==> config.mk <==
export PLATFORM = sky130hd
export DESIGN_NAME = bcd_timekeeper
export DESIGN_NICKNAME = d
export VERILOG_FILES = /design/src/rtl/bcd_timekeeper.sv
export SDC_FILE = /design/constraint.sdc
export NUM_CORES = 1
export LEC_CHECK = 0
export CORE_MARGIN = 2
export CORE_UTILIZATION = 49
export DETAILED_ROUTE_END_ITERATION = 8
export PLACE_DENSITY = 0.84
export SLEW_MARGIN = 20
export SYNTH_ARGS = -nofsm -noshare
export SYNTH_HDL_FRONTEND = slang
export SYNTH_SLANG_ARGS = --single-unit
==> constraint.sdc <==
create_clock -name clk_50M -period 2.7 [get_ports clk_50M]
set_clock_uncertainty 0.1 [all_clocks]
set_input_delay 0.54 -clock clk_50M [delete_from_list [all_inputs] [get_ports clk_50M]]
set_output_delay 0.54 -clock clk_50M [all_outputs]
set_load 0.05 [all_outputs]
==> src/rtl/bcd_timekeeper.sv <==
// 24-hour BCD time-of-day counter with a 1 Hz prescaler, a validated valid/ready
// time load, and single-field adjust pulses. It drives the six TM1638 digit nibbles.
module bcd_timekeeper #(
  parameter int TICK_DIV = 50000000
) (
  input  logic        clk_50M,
  input  logic        rs,
  input  logic        run,
  input  logic [23:0] set_time,
  input  logic        set_valid,
  output logic        set_ready,
  output logic        set_done,
  output logic        set_err,
  input  logic        adj_inc,
  input  logic [1:0]  adj_field,
  output logic [3:0]  P1,
  output logic [3:0]  P2,
  output logic [3:0]  P3,
  output logic [3:0]  P4,
  output logic [3:0]  P5,
  output logic [3:0]  P6,
  output logic        tick_1hz,
  output logic        colon_on
);

  localparam int              PW       = (TICK_DIV > 1) ? $clog2(TICK_DIV) : 1;
  localparam logic [PW-1:0]   PRE_MAX  = PW'(TICK_DIV - 1);
  localparam logic [PW-1:0]   PRE_HALF = PW'(TICK_DIV / 2);

  typedef enum logic {S_IDLE, S_CHECK} state_t;

  state_t         r_state;
  state_t         w_state_nxt;
  logic [23:0]    r_time;
  logic [23:0]    r_cap;
  logic [PW-1:0]  r_pre;
  logic           r_colon;
  logic           r_tick;
  logic           r_done;
  logic           r_err;

  logic           w_ready;
  logic           w_cap_en;
  logic           w_apply;
  logic           w_reject;
  logic           w_tick;
  logic           w_adj;
  logic [23:0]    w_time_nxt;
  logic [PW-1:0]  w_pre_nxt;

  // Two BCD digits counting 00..59.
  function automatic logic [7:0] f_inc60(input logic [7:0] v);
    logic [7:0] r;
    if (v[3:0] == 4'd9) begin
      r = {((v[7:4] == 4'd5) ? 4'd0 : v[7:4] + 4'd1), 4'd0};
    end else begin
      r = {v[7:4], v[3:0] + 4'd1};
    end
    return r;
  endfunction

  function automatic logic [7:0] f_inc_hour(input logic [7:0] h);
    logic [7:0] r;
    if (h == 8'h23) begin
      r = 8'h00;
    end else if (h[3:0] == 4'd9) begin
      r = {h[7:4] + 4'd1, 4'd0};
    end else begin
      r = {h[7:4], h[3:0] + 4'd1};
    end
    return r;
  endfunction

  // Full one-second cascade S -> M -> H in a single cycle.
  function automatic logic [23:0] f_tick(input logic [23:0] t);
    logic [23:0] r;
    r       = t;
    r[7:0]  = f_inc60(t[7:0]);
    if (t[7:0] == 8'h59) begin
      r[15:8] = f_inc60(t[15:8]);
      if (t[15:8] == 8'h59) begin
        r[23:16] = f_inc_hour(t[23:16]);
      end
    end
    return r;
  endfunction

  function automatic logic f_valid(input logic [23:0] t);
    logic ok;
    ok = (t[3:0] <= 4'd9) && (t[7:4] <= 4'd5) &&
         (t[11:8] <= 4'd9) && (t[15:12] <= 4'd5) &&
         (t[23:20] <= 4'd2) && (t[19:16] <= 4'd9) &&
         ((t[23:20] < 4'd2) || (t[19:16] <= 4'd3));
    return ok;
  endfunction

  always_comb begin
    w_state_nxt = r_state;
    w_ready     = 1'b0;
    w_cap_en    = 1'b0;
    w_apply     = 1'b0;
    w_reject    = 1'b0;
    case (r_state)
      S_IDLE: begin
        w_ready = 1'b1;
        if (set_valid) begin
          w_cap_en    = 1'b1;
          w_state_nxt = S_CHECK;
        end
      end
      S_CHECK: begin
        w_state_nxt = S_IDLE;
        if (f_valid(r_cap)) begin
          w_apply = 1'b1;
        end else begin
          w_reject = 1'b1;
        end
      end
      default: w_state_nxt = S_IDLE;
    endcase
  end

  // A valid load overrides everything; otherwise adjust wins over the tick increment.
  always_comb begin
    w_time_nxt = r_time;
    w_pre_nxt  = r_pre;
    w_tick     = 1'b0;
    w_adj      = adj_inc && (r_state == S_IDLE) && (adj_field != 2'd3);
    if (w_apply) begin
      w_time_nxt = r_cap;
      w_pre_nxt  = '0;
    end else begin
      if (run) begin
        if (r_pre == PRE_MAX) begin
          w_pre_nxt = '0;
          w_tick    = 1'b1;
        end else begin
          w_pre_nxt = r_pre + PW'(1);
        end
      end
      if (w_adj) begin
        case (adj_field)
          2'd0:    w_time_nxt[7:0]   = 8'h00;
          2'd1:    w_time_nxt[15:8]  = f_inc60(r_time[15:8]);
          2'd2:    w_time_nxt[23:16] = f_inc_hour(r_time[23:16]);
          default: w_time_nxt        = r_time;
        endcase
      end else if (w_tick) begin
        w_time_nxt = f_tick(r_time);
      end
    end
  end

  always_ff @(posedge clk_50M or negedge rs) begin
    if (!rs) begin
      r_state <= S_IDLE;
      r_time  <= 24'h000000;
      r_pre   <= '0;
      r_colon <= 1'b1;
      r_tick  <= 1'b0;
      r_done  <= 1'b0;
      r_err   <= 1'b0;
    end else begin
      r_state <= w_state_nxt;
      r_time  <= w_time_nxt;
      r_pre   <= w_pre_nxt;
      r_colon <= (w_pre_nxt < PRE_HALF);
      r_tick  <= w_tick;
      r_done  <= w_apply;
      r_err   <= w_reject;
    end
  end

  always_ff @(posedge clk_50M) begin
    if (w_cap_en) begin
      r_cap <= set_time;
    end
  end

  assign set_ready = w_ready;
  assign set_done  = r_done;
  assign set_err   = r_err;
  assign tick_1hz  = r_tick;
  assign colon_on  = r_colon;
  assign P1        = r_time[23:20];
  assign P2        = r_time[19:16];
  assign P3        = r_time[15:12];
  assign P4        = r_time[11:8];
  assign P5        = r_time[7:4];
  assign P6        = r_time[3:0];

endmodule

==> results of run 1 <==
[worst paths after layout]
| kind | start | to | slack (ns) | cells after the start |
|---|---|---|---|---|
| setup / recovery | r_pre[11]$_DFF_PN0_ | r_time[7]$_DFFE_PN0P_ | 0.05 | 7 |
| hold / removal | rs | r_pre[21]$_DFF_PN0_ | 0.11 | 1 |
| setup reg to reg | r_pre[11]$_DFF_PN0_ | r_time[7]$_DFFE_PN0P_ | 0.05 | 7 |
| hold reg to reg | r_cap[8]$_DFFE_PP_ | r_time[8]$_DFFE_PN0P_ | 0.39 | 1 |
| max in group asynchronous | rs | r_time[9]$_DFFE_PN0P_ | 1.80 | 2 |
| min in group clk_50M | r_cap[8]$_DFFE_PP_ | r_time[8]$_DFFE_PN0P_ | 0.39 | 1 |
[repair_timing]
item / 4_1_cts / 5_1_grt
hold buffers: 0 / 0
gates resized for setup: 0 / 3
setup buffers: 0 / 1
hold endpoints to repair: 0 / 0
setup endpoints to repair: 0 / 4
[through the flow]
step / instance area (sq um) / total power, mW / setup TNS (ns) / util / instances
5_1_grt: 5200 / 3.73 / 0 / 0.640 / 606
6_report: 5200 / 3.52 / 0 / 0.640 / 606
3_3_place_gp: 4980 / 2.60 / -0.0466 / 0.613 / 589
2_1_floorplan: 4060 / 2.25 / 0 / - / 407
4_1_cts: 5180 / 3.53 / 0 / 0.637 / 605
3_5_place_dp: 4980 / 2.65 / -0.492 / 0.613 / 589
[synthesized netlist by cell type, types with 11 or more instances]
library cell | n | area (sq um)
clkbuf_1 | 12 | 45.0
nand3_1 | 23 | 115
a21oi_1 | 24 | 120
dfrtp_1 | 54 | 1350
o21ai_0 | 35 | 175
nor2_1 | 46 | 173
xnor2_1 | 11 | 96.3
inv_1 | 13 | 48.8
edfxtp_1 | 24 | 721
ha_1 | 11 | 138
xor2_1 | 13 | 114
nand2_1 | 32 | 120
[layout by cell type (no fill, tap or decap), types with 3 or more instances in the layout]
master / n
and2_1: 3
o21bai_1: 3
nand2b_1: 4
clkbuf_8: 9
a21oi_1: 24
clkdlybuf4s50_1: 58
inv_1: 13
nor3_1: 10
o31ai_1: 4
ha_1: 11
dfrtp_1: 54
nand3_1: 23
or4_1: 3
xor2_1: 13
edfxtp_1: 24
nor4b_1: 6
nor3b_1: 7
nand4_1: 10
nor2b_1: 7
nand2_1: 32
xnor2_1: 11
clkinv_4: 3
o21ai_0: 34
buf_4: 29
a211oi_1: 3
and3_1: 10
nor4_1: 3
nor2_1: 46
[final cells by class]
type,instances,share of cell area
clock buffers,10,0.0245
well taps,105,0.0253
repair buffers,90,0.160
inverters,13,0.00938
flip-flops and latches,79,0.403
clock inverters,6,0.0137
multi-input cells,303,0.363
[metal layers]
layer,up-vias,part of all wire
li1,1648,-
met1,1697,0.42
met2,118,0.51
met3,23,0.047
met4,0,0.025
met5,-,0
[flip-flops by register name, summed over array words and instances, names as in the netlist]
signal	count
tick_1hz	1
set_done	1
r_cap	24
r_state	1
r_pre	26
set_err	1
colon_on	1
r_time	24
[power groups by stage]
stage | registers, mW | clock network, mW | logic [mW]
floorplan | 1.87 | 0 | 0.379
global placement | 1.62 | 0 | 0.983
detailed placement | 1.62 | 0 | 1.02
CTS | 1.60 | 0.904 | 1.03
global route | 1.64 | 0.964 | 1.12
finish | 1.61 | 0.887 | 1.02
[kinds of logic (layout without fill, tap and decap cells)]
family          count (synthesis)  after routing  synth area share
simple gates                  178            178             0.232
buf+inv                        25            119            0.0231
xor+xnor                       24             24            0.0518
flops                          79             79             0.517
mux                             3              3           0.00802
fa+ha+maj                      11             11            0.0339
compound gates                 87             87             0.134
[worst max-delay path, delay by kind of cell, from the launching register on]
kind	cells	cell delay, ns
AND/OR/NAND/NOR	3	1.56
flip-flops	1	0.42
AO/OA/AOI/OAI	4	0.49
==> summary.txt, run 1 <==
Placed design
  – GPL Wtd Cong: slightly above 0.9
  – DP HPWL: a little over 7000 um
  – Dpl ws: -0.157 ns
  – Port Buffers: between 50 and 60

Power
  – Gate power share: 0.290
  – Internal power: 2.22 mW
  – Sw Pwr: roughly 1.3 mW
  – Leakage: ~2.1 nW
  – Clk pwr share: 0.252
  – Seq pwr share: 0.458
  – Switching share of power: 0.369
  – Pwr Density: just under 700 mW/mm^2
  – Peak supply drop: about 540 uV

CTS
  – Clock Latency Late Sink: 0.36 ns
  – H-tree depth: 3
  – Clk pin slew, worst setup/hold paths: roughly 0.08 ns
  – Num Clock Sinks: between 70 and 80
  – CTS root buffer: clkbuf_8
  – TritonCTS clock tree: built
  – Max Buffers Root-to-Sink: 2
  – Num CTS Buffers: 9

Timing
  – Final worst-path setup slack: 0.0464 ns
  – Max Slew Vio Count: 0
  – Final period utilization: 0.983
  – Hold_ws: between 0.1 and 0.15 ns
  – RSZ-0062 raised after global routing: false
  – Final setup violation count: 0
  – Worst slew pin tran: approximately 0.67 ns
  – Final min period: 2.65 ns
  – Max Clk Rate: roughly 380 MHz
  – Hold Vio Cnt, Final: 0
  – Max-slew headroom: 0.556

Global routing
  – Largest net degree at the start of global routing: 30
  – GRT met3 Usage: 0.0399
  – Initial antenna violation count: 0
  – GR peak layer: met2
  – Total gr overflow: 0
  – GRT Overall Usage: 0.228
  – Routing usage on met2: 0.374
  – GR Util met1: 0.291
  – First-pass GRT wire length: 15,700 um
  – Number of global-route vias before repair: 3,314

Setup path
  – Kind of critical path: flip-flop to flip-flop
  – CP max FO: 3
  – Crit path DAT: approximately 2.8 ns
  – Crit end category: flip-flop
  – Slowest stage cell, crit path: or4b_4
  – CP max stage delay: a little under 0.6 ns
  – Worst Setup Start Kind: flip-flop
  – Crit-path cells: or4b_4 -> or4_4 -> o22ai_4 -> a21oi_2 -> o21bai_4 -> or4_1 -> o211ai_2
  – Worst path required time: slightly below 3 ns

Finish
  – Area of the multi-input gates: 0.00189 sq mm
  – Antenna Cells: 0
  – NumNets Final: ~540
  – Reg area: between 0.002 and 0.0025 sq mm
  – Share of layout cells above drive strength 1: 0.120
  – Area growth from synthesis to layout: 28.3%
  – Fillers: 597

Outcome
  – Status: finished clean

Floorplanning
  – Die Width: approximately 95 um
  – Initial core utilization: 0.499
  – Row count: 33
  – I/O Pins: 60
  – CORE AREA: approximately 0.0081 sq mm
  – Chip height: approximately 95 um
  – Total die area: 0.00902 sq mm

Synth
  – Async set-reset flop share out of synthesis: 0.696
  – Synthesized Nets: between 400 and 500
  – Synth warn: 0
  – Cell variety after synth: 55
  – Most used DFF post-synth: dfrtp_1
  – Post-synth EDFFs: 24
  – Syn Inst Count: roughly 410
  – Register area share after synthesis: 0.517
  – Syn_area_per_cell: ~10 sq um
  – Synth Register Bits: 79
  – Mapped Area: 0.00406 sq mm

Job
  – Max-cap violations: 0

Detailed routing
  – DR vias: 3,486
  – DR pass1 iterations: 4
  – Residual DRC: 0
  – Routed len/inst: 15.9 um
  – Antenna viol nets, final: 0
  – Drt via density: around 5.8
  – Initial DRC count: between 200 and 250
  – Final wirelength: roughly 9600 um

Worst hold path
  – Hold Path Class: primary input to asynchronous set/reset pin
(Power assumes the default switching activity.)
==> run 2, diff against run 1 <==
==> constraint.sdc (replaced) <==
create_clock -name clk_50M -period 2.7 [get_ports clk_50M]
set_clock_uncertainty 0.1 [all_clocks]
set_input_delay 0.54 -clock clk_50M [delete_from_list [all_inputs] [get_ports clk_50M]]
set_output_delay 0.54 -clock clk_50M [all_outputs]
set_load 0.02 [all_outputs]
==> results of run 2 <==
Same layout as run 1 (identical final DEF). Status: finished clean.
Among the figures that moved: total power 3.52 mW -> 3.32 mW; worst IR drop on VDD 537 uV -> 496 uV
